[src/rtl/spi_slave_regfile.sv]
// Command/data frame decoder between the SPI slave byte engine and a small
// 8-bit register file; read-back bytes are handed to the slave transmit side.
module spi_slave_regfile #(
    parameter int NUM_REGS = 4
) (
    input  logic                  clk,
    input  logic                  reset,
    input  logic                  cs,
    input  logic [7:0]            si_data,
    input  logic                  si_done,
    output logic [7:0]            so_data,
    output logic                  so_start,
    input  logic                  so_ready,
    output logic [8*NUM_REGS-1:0] reg_q,
    output logic                  wr_pulse,
    output logic [6:0]            wr_addr,
    output logic [7:0]            wr_data
);

    typedef enum logic [2:0] {
        IDLE    = 3'd0,
        CMD     = 3'd1,
        WR      = 3'd2,
        RD_LOAD = 3'd3,
        RD_WAIT = 3'd4
    } state_t;

    localparam logic [7:0] NUM_REGS_W = 8'(NUM_REGS);

    state_t     state, state_nxt;
    logic       cs_meta, cs_sync;
    logic [1:0] sync_vld;
    logic       armed;
    logic [6:0] addr;
    logic       loaded;
    logic [7:0] regs [NUM_REGS];
    logic [7:0] rd_byte;
    logic       in_range;
    logic       cmd_take, wr_take, rd_load, rd_fire, dummy_take;

    assign in_range = ({1'b0, addr} < NUM_REGS_W);

    always_comb begin
        rd_byte = 8'h00;
        for (int i = 0; i < NUM_REGS; i++) begin
            if (addr == i[6:0]) rd_byte = regs[i];
        end
    end

    for (genvar g = 0; g < NUM_REGS; g++) begin : g_flat
        assign reg_q[8*g +: 8] = regs[g];
    end

    always_comb begin
        state_nxt  = state;
        cmd_take   = 1'b0;
        wr_take    = 1'b0;
        rd_load    = 1'b0;
        rd_fire    = 1'b0;
        dummy_take = 1'b0;
        if (cs_sync) begin
            state_nxt = IDLE;
        end else begin
            case (state)
                IDLE:    if (armed) state_nxt = CMD;
                CMD: begin
                    if (si_done) begin
                        cmd_take  = 1'b1;
                        state_nxt = si_data[7] ? WR : RD_LOAD;
                    end
                end
                WR:      if (si_done) wr_take = 1'b1;
                RD_LOAD: begin
                    // so_data is loaded one cycle ahead so it is stable before the strobe
                    if (!loaded) begin
                        rd_load = 1'b1;
                    end else if (so_ready) begin
                        rd_fire   = 1'b1;
                        state_nxt = RD_WAIT;
                    end
                end
                RD_WAIT: begin
                    if (si_done) begin
                        dummy_take = 1'b1;
                        state_nxt  = RD_LOAD;
                    end
                end
                default: state_nxt = IDLE;
            endcase
        end
        so_start = rd_fire;
    end

    always_ff @(posedge clk) begin
        if (reset) begin
            state    <= IDLE;
            cs_meta  <= 1'b1;
            cs_sync  <= 1'b1;
            sync_vld <= 2'b00;
            armed    <= 1'b0;
            addr     <= 7'd0;
            loaded   <= 1'b0;
            so_data  <= 8'h00;
            wr_pulse <= 1'b0;
            wr_addr  <= 7'd0;
            wr_data  <= 8'h00;
            for (int i = 0; i < NUM_REGS; i++) regs[i] <= 8'h00;
        end else begin
            state    <= state_nxt;
            cs_meta  <= cs;
            cs_sync  <= cs_meta;
            sync_vld <= {sync_vld[0], 1'b1};
            // After reset, a frame is only accepted once cs is genuinely seen high
            if (sync_vld[1] && cs_sync) armed <= 1'b1;
            loaded   <= (state_nxt == RD_LOAD) && (loaded || rd_load);
            wr_pulse <= 1'b0;
            if (cmd_take) addr <= si_data[6:0];
            if (wr_take) begin
                addr <= addr + 7'd1;
                if (in_range) begin
                    for (int i = 0; i < NUM_REGS; i++) begin
                        if (addr == i[6:0]) regs[i] <= si_data;
                    end
                    wr_pulse <= 1'b1;
                    wr_addr  <= addr;
                    wr_data  <= si_data;
                end
            end
            if (rd_load) so_data <= rd_byte;
            if (rd_fire) addr <= addr + 7'd1;
        end
    end

endmodule

[config.mk]
export PLATFORM = sky130hd
export DESIGN_NAME = spi_slave_regfile
export DESIGN_NICKNAME = d
export VERILOG_FILES = /design/src/rtl/spi_slave_regfile.sv
export SDC_FILE = /design/constraint.sdc
export NUM_CORES = 1
export LEC_CHECK = 0
export ABC_AREA = 1
export BUFFER_PORTS_ARGS = -buffer_cell sky130_fd_sc_hd__buf_2
export CAP_MARGIN = 0
export CORE_MARGIN = 5
export CORE_UTILIZATION = 50
export DETAILED_ROUTE_END_ITERATION = 8
export PLACE_DENSITY = 0.73
export SYNTH_ARGS = -nofsm -noshare
export SYNTH_HDL_FRONTEND = slang
export SYNTH_SLANG_ARGS = --single-unit
[constraint.sdc]
create_clock -name clk -period 4.55 [get_ports clk]
set_input_delay 0.6825 -clock clk [delete_from_list [all_inputs] [get_ports clk]]
set_output_delay 0.6825 -clock clk [all_outputs]
set_load 0.01 [all_outputs]
# Word-level counts from Yosys, hierarchy flattened
# Memory sizes are Yosys's and may differ from the RTL's.
# Cells that the tools add are included.
dict set report classes {
  add_sub_neg 1
  order_cmp 1
  n_eq_ne 8
  muxes 55
  n_bitwise 5
  reduce_logical 8
}
# operator count
set op_table {}
lappend op_table {{$mux 8} 8}
lappend op_table {{$mux 1} 37}
lappend op_table {{$mux 7} 3}
lappend op_table {{$mux 3} 6}
lappend op_table {{$pmux 3 s5} 1}
lappend op_table {{$eq 7x2->1 const B} 2}
lappend op_table {{$eq 3x2->1 const B} 3}
lappend op_table {{$add 7x1->7 const B} 1}
lappend op_table {{$eq 7x1->1 const B} 1}
lappend op_table {{$logic_not 7->1} 1}
lappend op_table {{$lt 7x3->1 const B} 1}
lappend op_table {{$or 1x1->1} 4}
lappend op_table {{$eq 3x1->1 const B} 1}
lappend op_table {{$eq 3x3->1 const B} 1}
lappend op_table {{$logic_not 3->1} 1}
lappend op_table {{$reduce_bool 3->1} 1}
lappend op_table {{$logic_and 1x1->1} 2}
lappend op_table {{$reduce_and 2->1} 1}
lappend op_table {{$reduce_or 2->1} 1}
lappend op_table {{$logic_or 1x1->1} 1}
lappend op_table {{$not 1->1} 1}
dict set report word_totals {
  regBits 40
  mem_bits_rw 32
  inputBits 13
  output_inout_bits 57
  elab_cells 91
  mem_count 1
}
# name words width rd rd_ports_with_merged_regs wr line_no
set memory_table {}
lappend memory_table {regs 4 8 4 0 4 36} ;# logic [7:0] regs [NUM_REGS];

# Depth between registers and ports, before layout
# Gate-level depths: netlist of run 1.
dict set report depth {
  ltp_word 7
  depth_mapped 10
  mapped_depth_nobuf 10
}

# Least setup slack after synthesis of run 1
# Ideal clock, no wire load.
dict set report synth_timing {
  path_type {input -> register}
  start {input port si_done}
  end {memory regs[0][0] (enable)}
  setup_time_ns 0.384
  t_arrival_ns 1.799
  required_ns 4.166
  setup_slack_ns 2.367
  path_stages 6
  n_path_buf 0
  path_cell_list {inv_1 nor2_1 nand2_1 nor2_4 inv_2 o21ai_0}
}
# element line_no
set synth_rtl {}
lappend synth_rtl {{from (decl)} 10} ;# input logic si_done,
lappend synth_rtl {{to (decl)} 36}

==> results of run 1 <==
[metal layers]
metal / up-vias / share of wire (%) / track usage [%]
li1: 1362 / - / -
met1: 1288 / 43 / 24.6
met2: 113 / 47 / 30.4
met3: 16 / 8.3 / 6.26
met4: 0 / 2.3 / 7.94
met5: - / 0 / 0
[through the flow]
stage	power, uW	setup WS, ns
after floorplan	734	2.37
after global placement	762	1.63
after detailed placement	763	1.55
after CTS	1260	1.86
after global routing	1300	1.64
final	1250	1.86
[layout by cell type (no fill, tap or decap), types with 3 or more instances in the layout]
master	count
ha_1	4
nor3_1	3
clkbuf_8	9
xor2_1	4
nand2_4	4
nor2_4	4
o21ai_0	20
inv_1	47
a22oi_1	3
buf_2	69
a21oi_1	43
edfxtp_1	32
nor2_1	53
nand2_1	62
inv_2	6
nand3_1	27
dfxtp_1	40
[cell type report]
cell class	instances	area (sq um)	share of cell area, %
sequential	72	1760	46.1
multi-input combinational	240	1220	31.9
timing repair buffer	69	345	9.03
inverter	53	199	5.20
clock buffer	13	181	4.75
tap	77	96.3	2.52
clock inverter	3	20.0	0.524
[report_power, final]
group | internal, uW | total, uW | switching (uW) | leakage (uW)
Clock | 266 | 500 | 234 | 0.000105
Sequential | 686 | 692 | 6.55 | 0.000654
Combinational | 16.4 | 55.2 | 38.8 | 0.00109
Total | 968 | 1250 | 280 | 0.00185
[worst paths after layout]
check	from	endpoint	slack, ns	cells past startpoint
hold reg to reg	sync_vld[0]$_DFF_P_	sync_vld[1]$_SDFF_PP0_	0.40	2
setup reg to reg	addr[0]$_SDFFE_PP0P_	regs[2][5]$_SDFFCE_PN0P_	1.86	6
setup / recovery	addr[0]$_SDFFE_PP0P_	regs[2][5]$_SDFFCE_PN0P_	1.86	6
hold / removal	sync_vld[0]$_DFF_P_	sync_vld[1]$_SDFF_PP0_	0.40	2
[state kept, by name, indices dropped and copies added (netlist names), 2 cells and up]
signal and count:
regs 32, so_data 8, sync_vld 2, wr_data 8, state 3, wr_addr 7
addr 7
[synth_stat cells, types with 2 or more instances]
library cell | count | area [sq um]
inv_1 | 47 | 176
clkbuf_1 | 5 | 18.8
inv_2 | 6 | 22.5
a21oi_1 | 43 | 215
dfxtp_1 | 40 | 801
nand2_4 | 4 | 45.0
o21ai_0 | 20 | 100
nor2_4 | 4 | 45.0
or2_2 | 2 | 12.5
nand3_1 | 27 | 135
ha_1 | 4 | 50.1
buf_2 | 4 | 20.0
nor3_1 | 3 | 15.0
xor2_1 | 4 | 35.0
nand4_1 | 2 | 12.5
nand2_1 | 62 | 233
nor2_1 | 53 | 199
edfxtp_1 | 32 | 961
a22oi_1 | 3 | 22.5
[logic make-up after synthesis]
family / after synthesis / synth area share (%)
DFF: 72 / 54.7
adders and majority gates: 4 / 1.56
buffers and inverters: 62 / 7.39
AOI/OAI and AO/OA: 68 / 11.0
xor gates and xnor gates: 5 / 1.36
and+or+nand+nor: 163 / 23.9
[worst register-to-register path: cells and delay by family, from the launching register on]
family          cells  cell delay (ns)
flops               1             0.35
compound gates      1             0.88
simple gates        2             0.51
fa+ha+maj           1             0.23
buf+inv             2             0.34
==> metrics.txt, run 1 <==
Worst Tran Pin Value=1.17 ns; initial antenna violation count=0; # diodes=0; status=complete, no violations; CTS tree=yes; Util after Layout=60.5%; hold slack final=0.404 ns; Mapped Nets=391; worst skew pair latency=0.35 ns; initial DRC count=163; crit-path max cell delay=0.88 ns; first-pass GRT wire length=12700 um; most used cell, CP=inv_1; Worst Setup Start Kind=flop; GR Util All Layers=19.3%; cell family with most CP delay=compound AO/OA/AOI/OAI gates; average via count per standard cell=5.27; post-synthesis async set-or-reset flop share=0%; Pre-antenna DRT Iters=5; fin. max-slew vios=0; Area Growth Syn to Fin=18.8%; RSZ-0062 raised after global routing=no; setup bufs post-CTS=0; share of cells above drive strength 1=23.3%; Worst setup EP type=flop; Die W=90.2 um; largest fanout on the critical path=13; fin crit period=2.69 ns; Critical path buffers and inverters=2; CP required=4.51 ns; fmax=0.371 GHz; clk sink count=72; #FFs+latches synth=72; WL per Instance=14.5 um; CP max-delay cell=o21ai_0; largest net degree at the start of global routing=26; post-synthesis sequential area ratio=54.7%; placed cell count=511; Post-route DRC=0; Pwr per Cell Area=326 nW/um^2; CTS root buffer=clkbuf_8; Final setup viols=0; vias in the first global route=2648; Tcrit/Tclk final=59.2%; yosys warns=0; worst path cell trace=inv_1, ha_1, nand2_1, nor2_2, inv_1, o21ai_0; clk_skew=0.0120 ns; Clock transition at path regs=0.07 ns; initial core utilization=51.0%; Synth Instances=374; GR Overflow Total=0; core area=6310 sq um; Mapped Area=3220 sq um; max_slew headroom=20.8%; top_reg_cell synth=dfxtp_1; Layout Cells excl Fill=527; Via Count=2779; hold_buf cts=0; Pleak=0.00185 uW; total negative setup slack=0 ns; post-CTS sizing=0; Netlist cell types=28; DP Area=3620 sq um; Die Area=8140 sq um; Avg Cell Area, Syn=8.60 sq um; Peak supply drop=0.217 mV; GPL Wtd Cong=0.876; WL final=7620 um; Min-Delay Path Class=reg2reg; final hold viol count=0; nets@finish=462; IO Pins=70; count of input and output buffers=69; die height=90.2 um; signal arrival time at the worst endpoint=2.66 ns; antenna viol nets, final=0; number of synthesized flops with an enable pin=32; hpwl dp=5540 um; TritonCTS buffer count=9; fill count=575; H-tree depth=3; std cell rows=29; Setup CP Type=reg2reg; post-layout instance area=3820 sq um; Max clock buf depth=2; max cap viols=0
Note: power is estimated with default switching activity, not from simulation.
==> run 2, diff against run 1 <==
--- a/config.mk
+++ b/config.mk
@@ -9,9 +9,9 @@
 export BUFFER_PORTS_ARGS = -buffer_cell sky130_fd_sc_hd__buf_2
 export CAP_MARGIN = 0
 export CORE_MARGIN = 5
-export CORE_UTILIZATION = 50
+export CORE_UTILIZATION = 49
 export DETAILED_ROUTE_END_ITERATION = 8
-export PLACE_DENSITY = 0.73
+export PLACE_DENSITY = 0.75
 export SYNTH_ARGS = -nofsm -noshare
 export SYNTH_HDL_FRONTEND = slang
 export SYNTH_SLANG_ARGS = --single-unit
==> constraint.sdc (replaced) <==
create_clock -name clk -period 2.33 [get_ports clk]
set_input_delay 0.3495 -clock clk [delete_from_list [all_inputs] [get_ports clk]]
set_output_delay 0.3495 -clock clk [all_outputs]
set_load 0.01 [all_outputs]
==> run 2 against run 1 <==
Net effect: via count is 0.90% lower; flip-flop and latch count unchanged; combinational power is 110% higher; routed wire length is 2.6% higher; hold slack worse by 0.23 ns; clock skew is 0.0024 ns lower; die area is 1.8% higher.
==> metrics.txt, run 2 (same netlist as run 1, synthesis figures left out) <==
die height=91.0 um (+0.90%); Die W=91.0 um (+0.90%); initial core utilization=50.4% (-0.58 points); Reg power frac=55.5% (about the same); Critical path buffers and inverters=1 (-1); fin. max-slew vios=0 (unchanged); WL met3=785 um (+23%); clk sink count=72 (unchanged); GR Util All Layers=19.4% (+0.093 points); Post-route DRC=0 (unchanged); WHS Endpoint=cs_meta$_SDFF_PP1_; final worst slack=0.190 ns (-1.67 ns); setup bufs post-CTS=0 (unchanged); worst hold stages=2 (unchanged); crit-path max cell delay=0.83 ns (-0.05 ns); first-pass GRT wire length=12700 um (+0.17%); largest fanout on the critical path=8 (-5); Pwr per Cell Area=628 nW/um^2 (+92%); Util after Layout=60.7% (+0.15 points); Worst Tran Pin Value=1.06 ns (-0.112 ns); CTS tree=yes; Min-Delay Path Class=in2reg; Worst setup EP type=flop; antenna viol nets, final=0 (unchanged); clk_skew=0.00968 ns (-0.00236 ns); nets@finish=470 (+1.7%); fin crit period=2.14 ns (-0.554 ns); GR Overflow Total=0 (unchanged); TritonCTS buffer count=9 (unchanged); core area=6390 sq um (+1.1%); WL final=7820 um (+2.6%); setup slack, reg-to-reg=0.19 ns (-1.67 ns); status=complete, no violations; std cell rows=29 (unchanged); Clock power frac=39.7% (-0.4 points); hold slack final=0.173 ns (-0.231 ns); vias in the first global route=2597 (-1.9%); fmax=0.467 GHz (+26%); r2r worst-path depth=5 (-1); CP required=2.30 ns (-2.21 ns); IO Pins=70 (unchanged); max reg flops=32 (unchanged); Final setup viols=0 (unchanged); Die Area=8290 sq um (+1.8%); worst skew pair latency=0.36 ns (about the same); commonest non-fill, non-tap cell in the layout=buf_2; post-CTS sizing=0 (unchanged); Pleak=0.00188 uW (+1.9%); internal cell power=1870 uW (+93%); CTS root buffer=clkbuf_8; GPL Wtd Cong=0.963 (+9.9%); Met1 Wirelength=3240 um (-0.58%); switching pwr=565 uW (+100%); largest net degree at the start of global routing=25 (-3.8%); CP max-delay cell=o21ai_0; Tcrit/Tclk final=91.8% (+33 points); H-tree depth=3 (unchanged); sw frac=23.2% (+0.81 points); Reg2Reg Launch Point=addr[2]$_SDFFE_PP0P_; average via count per standard cell=5.15 (-2.4%); Area Growth Syn to Fin=20.5%; hpwl dp=5760 um (+3.9%); count of input and output buffers=69 (unchanged); total negative setup slack=0 ns (unchanged); RSZ-0062 raised after global routing=no; max_slew headroom=28.4% (+7.5 points); Setup Slack @ Placement=0.183 ns (-1.37 ns); Hold Crit Start=cs; max layer used=met4; Max clock buf depth=2 (unchanged); most used cell, CP=nor2_4; hold_buf cts=0 (unchanged); final hold viol count=0 (unchanged); worst path cell trace=nor2_4, nand4_4, nor2_4, inv_2, o21ai_0; Setup CP Type=reg2reg; Clock transition at path regs=0.07 ns (about the same); cell family with most CP delay=compound AO/OA/AOI/OAI gates; Pre-antenna DRT Iters=5 (unchanged); Worst Setup Start Kind=flop; initial antenna violation count=0 (unchanged); Via Count=2754 (-0.90%); signal arrival time at the worst endpoint=2.11 ns (-0.55 ns); combinational share of power=4.8% (+0.4 points); max cap viols=0 (unchanged); Regs by FF count=regs: 32 flops, so_data: 8 flops, wr_data: 8 flops; WL per Instance=14.6 um (+1.0%); RR Endpoint=regs[0][1]$_SDFFCE_PN0P_; Biggest register=regs; # diodes=0 (unchanged); most frequent cells in the layout=69 x buf_2, 62 x nand2_1, 53 x nor2_1, 47 x inv_1, 43 x a21oi_1; share of cells above drive strength 1=24.9% (+1.6 points); Peak supply drop=0.438 mV (+100%); metal2 WL=3670 um (+3.0%); initial DRC count=183 (+12%)
run 2: worst max-delay path by stage:
stage                              start                  endpoint  slack, ns  cells after the start
floorplan           addr[1]$_SDFFE_PP0P_  regs[1][0]$_SDFFCE_PN0P_       0.29                      6
global placement                 si_done  regs[0][7]$_SDFFCE_PN0P_       0.25                      7
detailed placement               si_done  regs[0][0]$_SDFFCE_PN0P_       0.18                      7
CTS                 addr[2]$_SDFFE_PP0P_  regs[0][4]$_SDFFCE_PN0P_       0.20                      5
global route         state[0]$_SDFF_PP0_  regs[0][1]$_SDFFCE_PN0P_     0.0001                      7
finish              addr[2]$_SDFFE_PP0P_  regs[0][1]$_SDFFCE_PN0P_       0.19                      5
run 2: final cells by class:
type	instances	area, sq um
inverter	53	199
clock inverter	7	71.3
sequential	72	1760
timing repair buffer	77	405
multi-input combinational	240	1220
clock buffer	9	124
fill	557	2510
tap	77	96.3
run 2: layer usage:
layer  track usage [%]  vias to the layer above
met2              30.8                      119
met1              24.2                     1246
met5                 0                        -
met4              7.82                        0
met3              6.94                       15
li1                  -                     1374
run 2: power by group through the flow:
stage	registers [uW]	clock network, uW	logic (uW)
finish	1350	966	117
global route	1350	1050	128
CTS	1350	984	117
detailed placement	1380	0	117
global placement	1380	0	115
floorplan	1390	0	45.5
run 2: metrics by stage:
stage	total power [uW]	area, sq um	cells
final	2440	3880	535
after global routing	2540	3880	535
after CTS	2450	3880	535
after detailed placement	1500	3680	519
after global placement	1490	3680	519
after floorplan	1430	3220	374
==> run 3, diff against run 2 <==
--- a/config.mk
+++ b/config.mk
@@ -8,8 +8,10 @@
 export ABC_AREA = 1
 export BUFFER_PORTS_ARGS = -buffer_cell sky130_fd_sc_hd__buf_2
 export CAP_MARGIN = 0
+export CELL_PAD_IN_SITES_DETAIL_PLACEMENT = 1
+export CELL_PAD_IN_SITES_GLOBAL_PLACEMENT = 2
 export CORE_MARGIN = 5
-export CORE_UTILIZATION = 49
+export CORE_UTILIZATION = 29
 export DETAILED_ROUTE_END_ITERATION = 8
 export PLACE_DENSITY = 0.75
 export SYNTH_ARGS = -nofsm -noshare
==> run 3 against run 2 <==
Net effect: highest routed layer unchanged; largest cell class unchanged; count of clock-buffer cells in the layout stayed put; via count is essentially flat; non-clock buffer count unchanged.
==> metrics.txt, run 3 (same netlist as run 1, synthesis figures left out) <==
status=complete, no violations; fin. max-slew vios=0 (unchanged); GR Util All Layers=15.4% (-4.1 points); Clock transition at path regs=0.08 ns (about the same); Pleak=0.00190 uW (+0.90%); most frequent cells in the layout=69 x buf_2, 62 x nand2_1, 53 x nor2_1, 47 x inv_1, 43 x a21oi_1; fin crit period=1.85 ns (-0.291 ns); hold_buf cts=0 (unchanged); # diodes=0 (unchanged); H-tree depth=3 (unchanged); Area Growth Syn to Fin=24.4%; Post-route DRC=0 (unchanged); GR Overflow Total=0 (unchanged); WL per Instance=16.3 um (+12%); initial antenna violation count=0 (unchanged); Die Area=13300 sq um (+61%); core area=10800 sq um (+70%); setup slack, reg-to-reg=0.48 ns (+0.29 ns); total negative setup slack=0 ns (unchanged); max_slew headroom=56.2% (+28 points); std cell rows=38 (+31%); max reg flops=32 (unchanged); count of input and output buffers=69 (unchanged); TritonCTS buffer count=9 (unchanged); Setup Slack @ Placement=0.477 ns (+0.294 ns); worst skew pair latency=0.34 ns (-0.02 ns); Pre-antenna DRT Iters=4 (-1); Peak supply drop=0.389 mV (-11%); Regs by FF count=regs: 32 flops, so_data: 8 flops, wr_data: 8 flops; fmax=0.541 GHz (+16%); GPL Wtd Cong=0.799 (-17%); vias in the first global route=2929 (+13%); final worst slack=0.481 ns (+0.291 ns); Final setup viols=0 (unchanged); WL final=9760 um (+25%); setup bufs post-CTS=0 (unchanged); CP required=2.39 ns (+0.09 ns); Biggest register=regs; average via count per standard cell=4.60 (-11%); Worst Tran Pin Value=0.654 ns (-0.408 ns); initial core utilization=29.7% (-21 points); Min-Delay Path Class=in2reg; post-CTS sizing=0 (unchanged); Worst setup EP type=flop; clk sink count=72 (unchanged); clk_skew=0.00753 ns (-0.00215 ns); max cap viols=0 (unchanged); Via Count=2752 (-0.073%); die height=115 um (+27%); Setup CP Type=reg2reg; share of cells above drive strength 1=24.9% (unchanged); Max clock buf depth=2 (unchanged); CTS root buffer=clkbuf_8; Die W=115 um (+27%); CTS tree=yes; Worst Setup Start Kind=flop; first-pass GRT wire length=15300 um (+21%); Tcrit/Tclk final=79.3% (-12 points); commonest non-fill, non-tap cell in the layout=buf_2; RSZ-0062 raised after global routing=no; initial DRC count=129 (-30%); largest fanout on the critical path=9 (+1); signal arrival time at the worst endpoint=1.90 ns (-0.21 ns); hpwl dp=7390 um (+28%); antenna viol nets, final=0 (unchanged); fill count=1324 (+140%); largest net degree at the start of global routing=25 (unchanged); final hold viol count=0 (unchanged); IO Pins=70 (unchanged); nets@finish=470 (unchanged); Pwr per Cell Area=672 nW/um^2 (+7.0%)
run 3: critical path, stage by stage, from the launching register on:
cell and delay [ns]:
dfxtp_1 0.35, inv_1 0.13, ha_1 0.24, nand2_1 0.11
nor2_4 0.23, inv_2 0.12, o21ai_0 0.17, buf_4 0.20
run 3: path summary, 6_finish.rpt:
| kind | endpoint | cells after the start | start |
|---|---|---|---|
| max | regs[1][7]$_SDFFCE_PN0P_ | 7 | addr[1]$_SDFFE_PP0P_ |
| min | cs_meta$_SDFF_PP1_ | 2 | cs |
| max reg2reg | regs[1][7]$_SDFFCE_PN0P_ | 7 | addr[1]$_SDFFE_PP0P_ |
| min reg2reg | sync_vld[1]$_SDFF_PP0_ | 2 | sync_vld[0]$_DFF_P_ |
run 3: final cells by class:
class	count	area, sq um	share of cell area [%]
clock buffer	9	124	3.09
clock inverter	7	119	2.97
inverter	53	199	4.97
multi-input combinational	240	1220	30.4
sequential	72	1760	44.0
tap	140	175	4.38
timing repair buffer	77	405	10.1
run 3: layer usage:
metal	vias up	global-route usage (%)	part of all wire [%]
li1	1377	-	-
met1	1302	18.3	43
met2	67	26.9	51
met3	6	4.63	4.6
met4	0	4.07	0.93
met5	-	0	0
run 3: power breakdown:
group / switching [uW] / internal [uW] / total, uW
logic: 84.6 / 38.7 / 123
clock network: 501 / 713 / 1210
registers: 14.7 / 1340 / 1350
total: 600 / 2090 / 2690
run 3: per-stage QoR:
stage | area, sq um | cells | util, % | total power [uW] | hold slack [ns]
2_1_floorplan | 3220 | 374 | - | 1430 | 0.388
3_3_place_gp | 3760 | 582 | 34.7 | 1510 | 0.394
3_5_place_dp | 3760 | 582 | 34.7 | 1510 | 0.406
4_1_cts | 4000 | 598 | 36.9 | 2730 | 0.169
5_1_grt | 4000 | 598 | 36.9 | 2800 | 0.158
6_report | 4000 | 598 | 36.9 | 2690 | 0.189
